--- src/rtl/stream_mux_rr_pkg.sv ---
// Shared types and helpers for the round-robin / explicit-select stream mux.
package stream_mux_pkg;

  // Arbitration state: free to pick a channel, or locked to one until its last beat
  typedef enum logic {
    ST_IDLE,
    ST_LOCKED
  } state_e;

  // Index width for n items, never narrower than one bit
  function automatic int idx_w(input int n);
    return (n <= 2) ? 1 : $clog2(n);
  endfunction

endpackage

--- src/rtl/stream_mux_rr_arbiter.sv ---
// Combinational round-robin picker: first requester at or after ptr, wrapping at N_CH.
module rr_arbiter
  import stream_mux_pkg::*;
#(
  parameter  int N_CH  = 4,
  localparam int SEL_W = idx_w(N_CH)
) (
  input  logic [N_CH-1:0]  req,
  input  logic [SEL_W-1:0] ptr,
  output logic [SEL_W-1:0] gnt_idx,
  output logic             any_gnt
);

  int   idx;
  logic found;

  // Walk ptr, ptr+1, ... (mod N_CH) and take the first active request
  always_comb begin
    gnt_idx = '0;
    any_gnt = |req;
    found   = 1'b0;
    idx     = 0;
    for (int i = 0; i < N_CH; i++) begin
      idx = int'(ptr) + i;
      if (idx >= N_CH) begin
        idx = idx - N_CH;
      end
      for (int k = 0; k < N_CH; k++) begin
        if (!found && (k == idx) && req[k]) begin
          found   = 1'b1;
          gnt_idx = SEL_W'(k);
        end
      end
    end
  end

endmodule

--- src/rtl/stream_mux_rr.sv ---
// N_CH:1 packet-aware stream mux with explicit-select or round-robin arbitration
// and a single registered output stage.
module stream_mux_rr
  import stream_mux_pkg::*;
#(
  parameter  int N_CH  = 4,
  parameter  int W     = 8,
  localparam int SEL_W = idx_w(N_CH)
) (
  input  logic              clk,
  input  logic              rst,
  input  logic              mode,
  input  logic [SEL_W-1:0]  sel,
  input  logic [N_CH-1:0]   in_valid,
  input  logic [N_CH-1:0]   in_last,
  input  logic [N_CH*W-1:0] in_data,
  output logic [N_CH-1:0]   in_ready,
  output logic              out_valid,
  output logic              out_last,
  output logic [W-1:0]      out_data,
  output logic [SEL_W-1:0]  out_ch,
  input  logic              out_ready
);

  state_e             state_q, state_d;
  logic [SEL_W-1:0]   grant_q, grant_d;
  logic [SEL_W-1:0]   rr_ptr_q, rr_ptr_d;
  logic               out_valid_q, out_valid_d;
  logic               out_last_q, out_last_d;
  logic [W-1:0]       out_data_q, out_data_d;
  logic [SEL_W-1:0]   out_ch_q, out_ch_d;

  logic [SEL_W-1:0]   arb_idx;
  logic               arb_any;
  logic [SEL_W-1:0]   cur_grant;
  logic               grant_ok;
  logic               sel_valid;
  logic               slot_free;
  logic               xfer;
  logic               beat_last;
  logic [W-1:0]       beat_data;

  rr_arbiter #(
    .N_CH (N_CH)
  ) u_arb (
    .req     (in_valid),
    .ptr     (rr_ptr_q),
    .gnt_idx (arb_idx),
    .any_gnt (arb_any)
  );

  assign slot_free = !out_valid_q || out_ready;

  // Pick the candidate channel: locked owner, round-robin winner, or sel (out-of-range sel never matches)
  always_comb begin
    cur_grant = grant_q;
    grant_ok  = 1'b1;
    sel_valid = 1'b0;
    for (int k = 0; k < N_CH; k++) begin
      if (SEL_W'(k) == sel) begin
        sel_valid = in_valid[k];
      end
    end
    if (state_q == ST_IDLE) begin
      if (mode) begin
        cur_grant = arb_idx;
        grant_ok  = arb_any;
      end else begin
        cur_grant = sel;
        grant_ok  = sel_valid;
      end
    end
  end

  // Decode in_ready to the single granted channel and steer its beat toward the output register
  always_comb begin
    in_ready  = '0;
    beat_last = 1'b0;
    beat_data = '0;
    for (int k = 0; k < N_CH; k++) begin
      if (SEL_W'(k) == cur_grant) begin
        in_ready[k] = slot_free && grant_ok && !rst;
        beat_last   = in_last[k];
        beat_data   = in_data[k*W +: W];
      end
    end
  end

  assign xfer = |(in_valid & in_ready);

  // Packet lock FSM, grant capture and round-robin pointer advance on last beats
  always_comb begin
    state_d  = state_q;
    grant_d  = grant_q;
    rr_ptr_d = rr_ptr_q;
    if (xfer) begin
      if (beat_last) begin
        state_d  = ST_IDLE;
        rr_ptr_d = (cur_grant == SEL_W'(N_CH - 1)) ? '0 : cur_grant + SEL_W'(1);
      end else begin
        state_d = ST_LOCKED;
        grant_d = cur_grant;
      end
    end
  end

  // Output stage: load on transfer, drop valid once consumed, otherwise hold
  always_comb begin
    out_valid_d = out_valid_q;
    out_last_d  = out_last_q;
    out_data_d  = out_data_q;
    out_ch_d    = out_ch_q;
    if (xfer) begin
      out_valid_d = 1'b1;
      out_last_d  = beat_last;
      out_data_d  = beat_data;
      out_ch_d    = cur_grant;
    end else if (out_ready) begin
      out_valid_d = 1'b0;
    end
  end

  // State and output registers with synchronous reset
  always_ff @(posedge clk) begin
    if (rst) begin
      state_q     <= ST_IDLE;
      grant_q     <= '0;
      rr_ptr_q    <= '0;
      out_valid_q <= 1'b0;
      out_last_q  <= 1'b0;
      out_data_q  <= '0;
      out_ch_q    <= '0;
    end else begin
      state_q     <= state_d;
      grant_q     <= grant_d;
      rr_ptr_q    <= rr_ptr_d;
      out_valid_q <= out_valid_d;
      out_last_q  <= out_last_d;
      out_data_q  <= out_data_d;
      out_ch_q    <= out_ch_d;
    end
  end

  assign out_valid = out_valid_q;
  assign out_last  = out_last_q;
  assign out_data  = out_data_q;
  assign out_ch    = out_ch_q;

endmodule

--- config.mk ---
export PLATFORM = sky130hd
export DESIGN_NAME = stream_mux_rr
export DESIGN_NICKNAME = d
export VERILOG_FILES = /design/src/rtl/stream_mux_rr_pkg.sv /design/src/rtl/stream_mux_rr_arbiter.sv /design/src/rtl/stream_mux_rr.sv
export SDC_FILE = /design/constraint.sdc
export NUM_CORES = 1
export LEC_CHECK = 0
export CORE_MARGIN = 1
export CORE_UTILIZATION = 36
export CTS_CLUSTER_SIZE = 10
export DETAILED_ROUTE_END_ITERATION = 10
export PLACE_DENSITY = 0.76
export SETUP_SLACK_MARGIN = 0.5
export SKIP_CTS_REPAIR_TIMING = 1
export SLEW_MARGIN = 10
export SYNTH_ARGS = -nofsm -noshare
export SYNTH_HDL_FRONTEND = slang
export SYNTH_SLANG_ARGS = --single-unit
--- constraint.sdc ---
create_clock -name clk -period 2.6 [get_ports clk]
set_input_delay 0.52 -clock clk [delete_from_list [all_inputs] [get_ports clk]]
set_output_delay 0.52 -clock clk [all_outputs]
set_load 0.05 [all_outputs]
Yosys cells after proc, flatten, opt, wreduce, memory -nomap -nowiden:

Cells that the tools add are included.

* add/sub/neg operators: 8
* order comparisons: 4
* equal/unequal tests: 19
* multiplexer cells: 58
* bitwise logic cells: 2
* reductions and logical operators: 62

Operator list (number)
* $eq 3x32->1 const A: 8
* $eq 2x32->1 const A: 4
* $logic_not 32->1: 4
* $mux 32: 4
* $ge 32x4->1 const B: 3
* $sub 32x4->32 const B: 3
* $mux 2: 17
* $logic_and 1x1->1: 33
* $mux 1: 33
* $mux 8: 4
* $logic_not 1->1: 17
* $eq 2x2->1 const A: 4
* $reduce_or 4->1: 2
* $add 2x2->3 const B: 2
* $and 4x4->4: 1
* $eq 1x2->1 const A: 2
* $logic_not 2->1: 2
* $reduce_and 2->1: 2
* $sub 2x3->4 const B: 1
* $add 2x1->3 const B: 1
* $ge 2x3->1 const B: 1
* $add 2x1->2 const B: 1
* $eq 2x2->1 const B: 1
* $reduce_bool 2->1: 1
* other kinds (2): 2

* register bits: 17
* input port bits: 46
* output and inout port bits: 16
* logic and storage cells: 160

Logic depth before layout (Yosys ltp):

* word-level depth: 74
* gate-level depth with buffers: 13
* gate-level depth less buffers: 11

Hierarchy:

Synthesis repeated with hierarchy kept, for this count alone.

* cell total of the unflattened synthesis: 150
* area, all modules: 1163.6 um2

Modules (own cells, without submodules)
* stream_mux_rr: instances 1, cells each 139, area an instance 1093.5 um2, seq. area each 340.3 um2
* rr_arbiter: instances 1, cells each 11, area an instance 70.1 um2, seq. area each 0.0 um2

Least setup slack after synthesis:

OpenSTA, ideal clock, no wires.

* path kind: in2out
* from: input in_valid[1]
* to: output in_ready[3]
* data arrival time: 2334 ps
* data required time: 2080 ps
* slack: -254 ps
* cell stages on the path: 8
* path buffers: 2
* cells stage by stage: o21bai_1 a21oi_1 o211ai_1 and2_1 ha_1 clkbuf_1 clkbuf_1 and2_1

* longest elaborated chain between the ends: 62
* elaborated cells between the ends (all ways): 84
* those cells by class: eq/ne: 1; mux: 37; reduce/logical: 46

Ends and longest elaborated chain
* start: declaration: line stream_mux_rr.sv:14 `input logic [N_CH-1:0] in_valid,`
* $logic_and 1x1->1: line stream_mux_rr_arbiter.sv:29 `if (!found && (k == idx) && req[k]) begin`
* $mux 1: line stream_mux_rr_arbiter.sv:29
* $logic_not 1->1: line stream_mux_rr_arbiter.sv:29
* $logic_and 1x1->1 (2 in a row): line stream_mux_rr_arbiter.sv:29
* $mux 1: line stream_mux_rr_arbiter.sv:29
* $logic_not 1->1: line stream_mux_rr_arbiter.sv:29
* $logic_and 1x1->1 (2 in a row): line stream_mux_rr_arbiter.sv:29
* $mux 1: line stream_mux_rr_arbiter.sv:29
* [44 not listed]
* $logic_not 1->1: line stream_mux_rr_arbiter.sv:29
* $logic_and 1x1->1 (2 in a row): line stream_mux_rr_arbiter.sv:29
* $mux 2 (*): line stream_mux_rr_arbiter.sv:29
* $mux 2 (*): line stream_mux_rr.sv:65 `if (mode) begin`
* $mux 2 (*): line stream_mux_rr.sv:64 `if (state_q == ST_IDLE) begin`
* named net cur_grant[0]: line stream_mux_rr.sv:35 `logic [SEL_W-1:0] cur_grant;`
* $eq 2x2->1 (*): line stream_mux_rr.sv:81 `if (SEL_W'(k) == cur_grant) begin`
* $mux 1 (*): line stream_mux_rr.sv:81
* end: declaration: line stream_mux_rr.sv:17 `output logic [N_CH-1:0] in_ready,`

The timed path passes the listed nets; every way through them passes the cells marked *.

Final worst setup path:

* from: input in_valid[3]
* to: output in_ready[1]

* longest elaborated chain between the ends: 54
* elaborated cells between the ends (all ways): 72
* those cells by class: eq/ne: 1; mux: 31; reduce/logical: 40

Ends and longest elaborated chain (line)
* $logic_and 1x1->1: stream_mux_rr_arbiter.sv:29
* $mux 1: stream_mux_rr_arbiter.sv:29
* $logic_not 1->1: stream_mux_rr_arbiter.sv:29
* $logic_and 1x1->1 (2 in a row): stream_mux_rr_arbiter.sv:29
* $mux 1: stream_mux_rr_arbiter.sv:29
* $logic_not 1->1: stream_mux_rr_arbiter.sv:29
* $logic_and 1x1->1 (2 in a row): stream_mux_rr_arbiter.sv:29
* $mux 1: stream_mux_rr_arbiter.sv:29
* [35 not listed]
* $mux 1: stream_mux_rr_arbiter.sv:29
* $logic_not 1->1: stream_mux_rr_arbiter.sv:29
* $logic_and 1x1->1 (2 in a row): stream_mux_rr_arbiter.sv:29
* $mux 2: stream_mux_rr_arbiter.sv:29
* $mux 2: stream_mux_rr.sv:65
* $mux 2: stream_mux_rr.sv:64
* $eq 1x2->1: stream_mux_rr.sv:81
* $mux 1 (*): stream_mux_rr.sv:81

Mark *: on every way between the ends. The rest lies on a longest branch, timed or not.

==> run metrics <==
run status=finished clean; most common library cell in the layout ignoring fill and taps=clkdlybuf4s50_1; Critical Path, Cell by Cell=buf_8, buf_6, or4_4, a211o_1, and3b_2, and2_4, buf_12; largest net degree at the start of global routing=20; Synth Area per Inst=between 8 and 9 µm²; VDD IR max=0.711 mV; Syn-to-layout area delta=112%; starting density of the core=about two fifths; fin util=83.1%; leakage power=1.03 nW; max-cap viol count=0; Reg2Reg Depth=12; crit share post-route=99.8%; CP peak stage delay=0.46 ns; net count of the mapped netlist=slightly above 200; worst flop-to-flop path endpoint=grant_q[0]; Port-buffer cells=just over 60; sequential fraction of the synthesis area=27.5%; worst min path class=flip-flop to flip-flop; CTS H-tree lvls=1; Bufs and invs on worst path=3; CP arrival=2.08 ns; Fillers=171; Initial DRT Pass Iterations=4; synthesized flop and latch total=17; CP Capture Point=in_ready[1]; clk_lat worst skew=0.29 ns; CP delay by family, top=simple AND/OR/NAND/NOR gates; Post-DRT Antenna Nets=0; Post-Syn Area=1240 µm²; Worst Path Required=2.08 ns; clk buf depth=2; Starting DRT DRC Count=75; vias in the first global route=1,342; Finished Layout Cells=294; R2R Setup Slk=0.06 ns; n_diodes=0; gr usage total=21.4%; RSZ-0062 raised after global routing=yes; Mapped Cells=between 150 and 200; area of the multi-input gates=1070 µm²; clock-pin slew on the worst setup and hold paths=between 0.1 and 0.15 ns; Total Nets Final=301; worst setup path start=in_valid[3]; GRT overflow=0; slew margin rel.=64.2%; Critical Path Start Type=primary input; Sink Count=17; first-pass GRT wire length=5950 µm; floorplan core area=3150 µm²; Hold Fails Final Rpt=0; dpl ws=-0.682 ns; final setup fails=0; Crit-path slowest cell=or4_4; Chip Width=60.6 µm; Layout Skew=0.00848 ns; pwr dens=857 nW/µm²; I/O pins=62; CP Max Fanout=5; crit path kind=primary input to output port; DIE AREA=3680 µm²; FMAX=slightly below 0.4 GHz; min Tclk post-route=2.60 ns; Yosys warnings=0; total chip power=about 2.2 mW; layout cells sized above 1=a little under half; CTS Buf Count=3; Crit. End Element=output port; drc violations=0; DP HPWL=3250 µm; Synth cell types=32; Reg-to-Reg Start=rr_ptr_q[1]; final setup margin=0.00475 ns; slew at the pin closest to its max-slew limit=0.536 ns; most frequent cells in the layout=clkdlybuf4s50_1, buf_4, dfxtp_1, buf_6, nor2b_1; initial antenna violation count=0; # rows=20; register area=roughly 350 µm²; final hold slack=0.468 ns; TritonCTS clock tree=done; Vias=1,603; final slew viol count=0; Die Height=slightly above 60 µm; Clock Tree Root=clkbuf_4; number of cells on the critical path=7; total wire length=5520 µm; post-DR wirelength/cell=18.8 µm; Placed Instances=around 270; vias per cell=around 5.5; Placer Congestion=0.794
==> sequential cells by signal, summed over array words and instances (netlist names) <==
signal     count
grant_q        2
out_ch         2
out_data       8
out_last       1
out_valid      1
rr_ptr_q       2
state_q        1
==> routing by layer <==
metal | global-route usage [%] | up-vias | part of all wire [%]
met2 | 38.5 | 68 | 52
met5 | 0 | - | 0
li1 | - | 755 | -
met4 | 4.87 | 0 | 2.0
met3 | 3.41 | 10 | 6.1
met1 | 26.8 | 770 | 39
==> worst min-delay path, cell delays in order, from the launching register on <==
cell and delay (ns):
dfxtp_1 0.33, nand2_1 0.05, a21oi_1 0.05
==> report_power, final <==
group	switching (mW)	leakage [nW]	internal [mW]
Sequential	0.0771	0.140	0.340
Combinational	0.872	0.868	0.816
Clock	0.0836	0.0177	0.0570
Total	1.03	1.03	1.21
==> final cells by class <==
cell class | count | share of cell area (%)
clock inverters | 1 | 0.191
multi-input cells | 121 | 41.0
clock buffers | 3 | 0.859
inverters | 4 | 0.764
repair buffers | 104 | 42.0
flip-flops and latches | 17 | 13.2
well taps | 44 | 2.10
==> Yosys cell counts <==
| library cell | n | area (µm²) |
|---|---|---|
| o21ai_0 | 11 | 55.1 |
| a311oi_2 | 1 | 15.0 |
| mux4_1 | 1 | 26.3 |
| a21bo_2 | 1 | 10.0 |
| nor3_1 | 9 | 45.0 |
| a211oi_2 | 8 | 100 |
| a21boi_0 | 1 | 7.51 |
| dfxtp_1 | 17 | 340 |
| nand3b_1 | 1 | 7.51 |
| nand3_1 | 2 | 10.0 |
| a221oi_1 | 9 | 78.8 |
| and2_1 | 6 | 37.5 |
| and3b_2 | 1 | 10.0 |
| buf_8 | 1 | 15.0 |
| a211o_1 | 1 | 8.76 |
| a22oi_1 | 3 | 22.5 |
| nand2_1 | 7 | 26.3 |
| or4_1 | 1 | 7.51 |
| nor2_1 | 13 | 48.8 |
| nor3b_1 | 1 | 7.51 |
| nor2b_1 | 13 | 81.3 |
| o211ai_1 | 2 | 15.0 |
| nand2b_1 | 3 | 18.8 |
| a21oi_1 | 17 | 85.1 |
| mux2i_1 | 1 | 10.0 |
| inv_1 | 4 | 15.0 |
| clkbuf_1 | 7 | 26.3 |
| ha_1 | 4 | 50.1 |
| buf_6 | 2 | 22.5 |
| buf_1 | 1 | 3.75 |
| o21bai_1 | 3 | 22.5 |
| or2b_1 | 1 | 7.51 |
==> how the worst min path moves through the flow <==
stage | cells after the start | startpoint | slack, ns | to
detailed placement | 2 | out_last | 0.46 | out_last
global placement | 2 | out_ch[0] | 0.45 | out_ch[0]
CTS | 2 | out_last | 0.47 | out_last
global route | 2 | out_last | 0.49 | out_last
finish | 2 | out_ch[0] | 0.47 | out_ch[0]
floorplan | 2 | state_q | 0.49 | state_q
==> metrics by stage <==
step	cell area [µm²]	setup TNS [ns]
6_report	2620	0
3_5_place_dp	2120	-11.91
3_3_place_gp	2120	-8.62
5_1_grt	2620	-0.191
4_1_cts	2150	-6.82
2_1_floorplan	1350	0
==> cells by family after synthesis <==
kind of cell / Yosys count / synth area share (%)
muxes: 2 / 2.93
AOI/OAI and AO/OA: 57 / 34.0
and+or+nand+nor: 58 / 24.9
DFF: 17 / 27.5
buffers and inverters: 15 / 6.67
adders and majority gates: 4 / 4.04
Power figures use the tool's default switching activity.
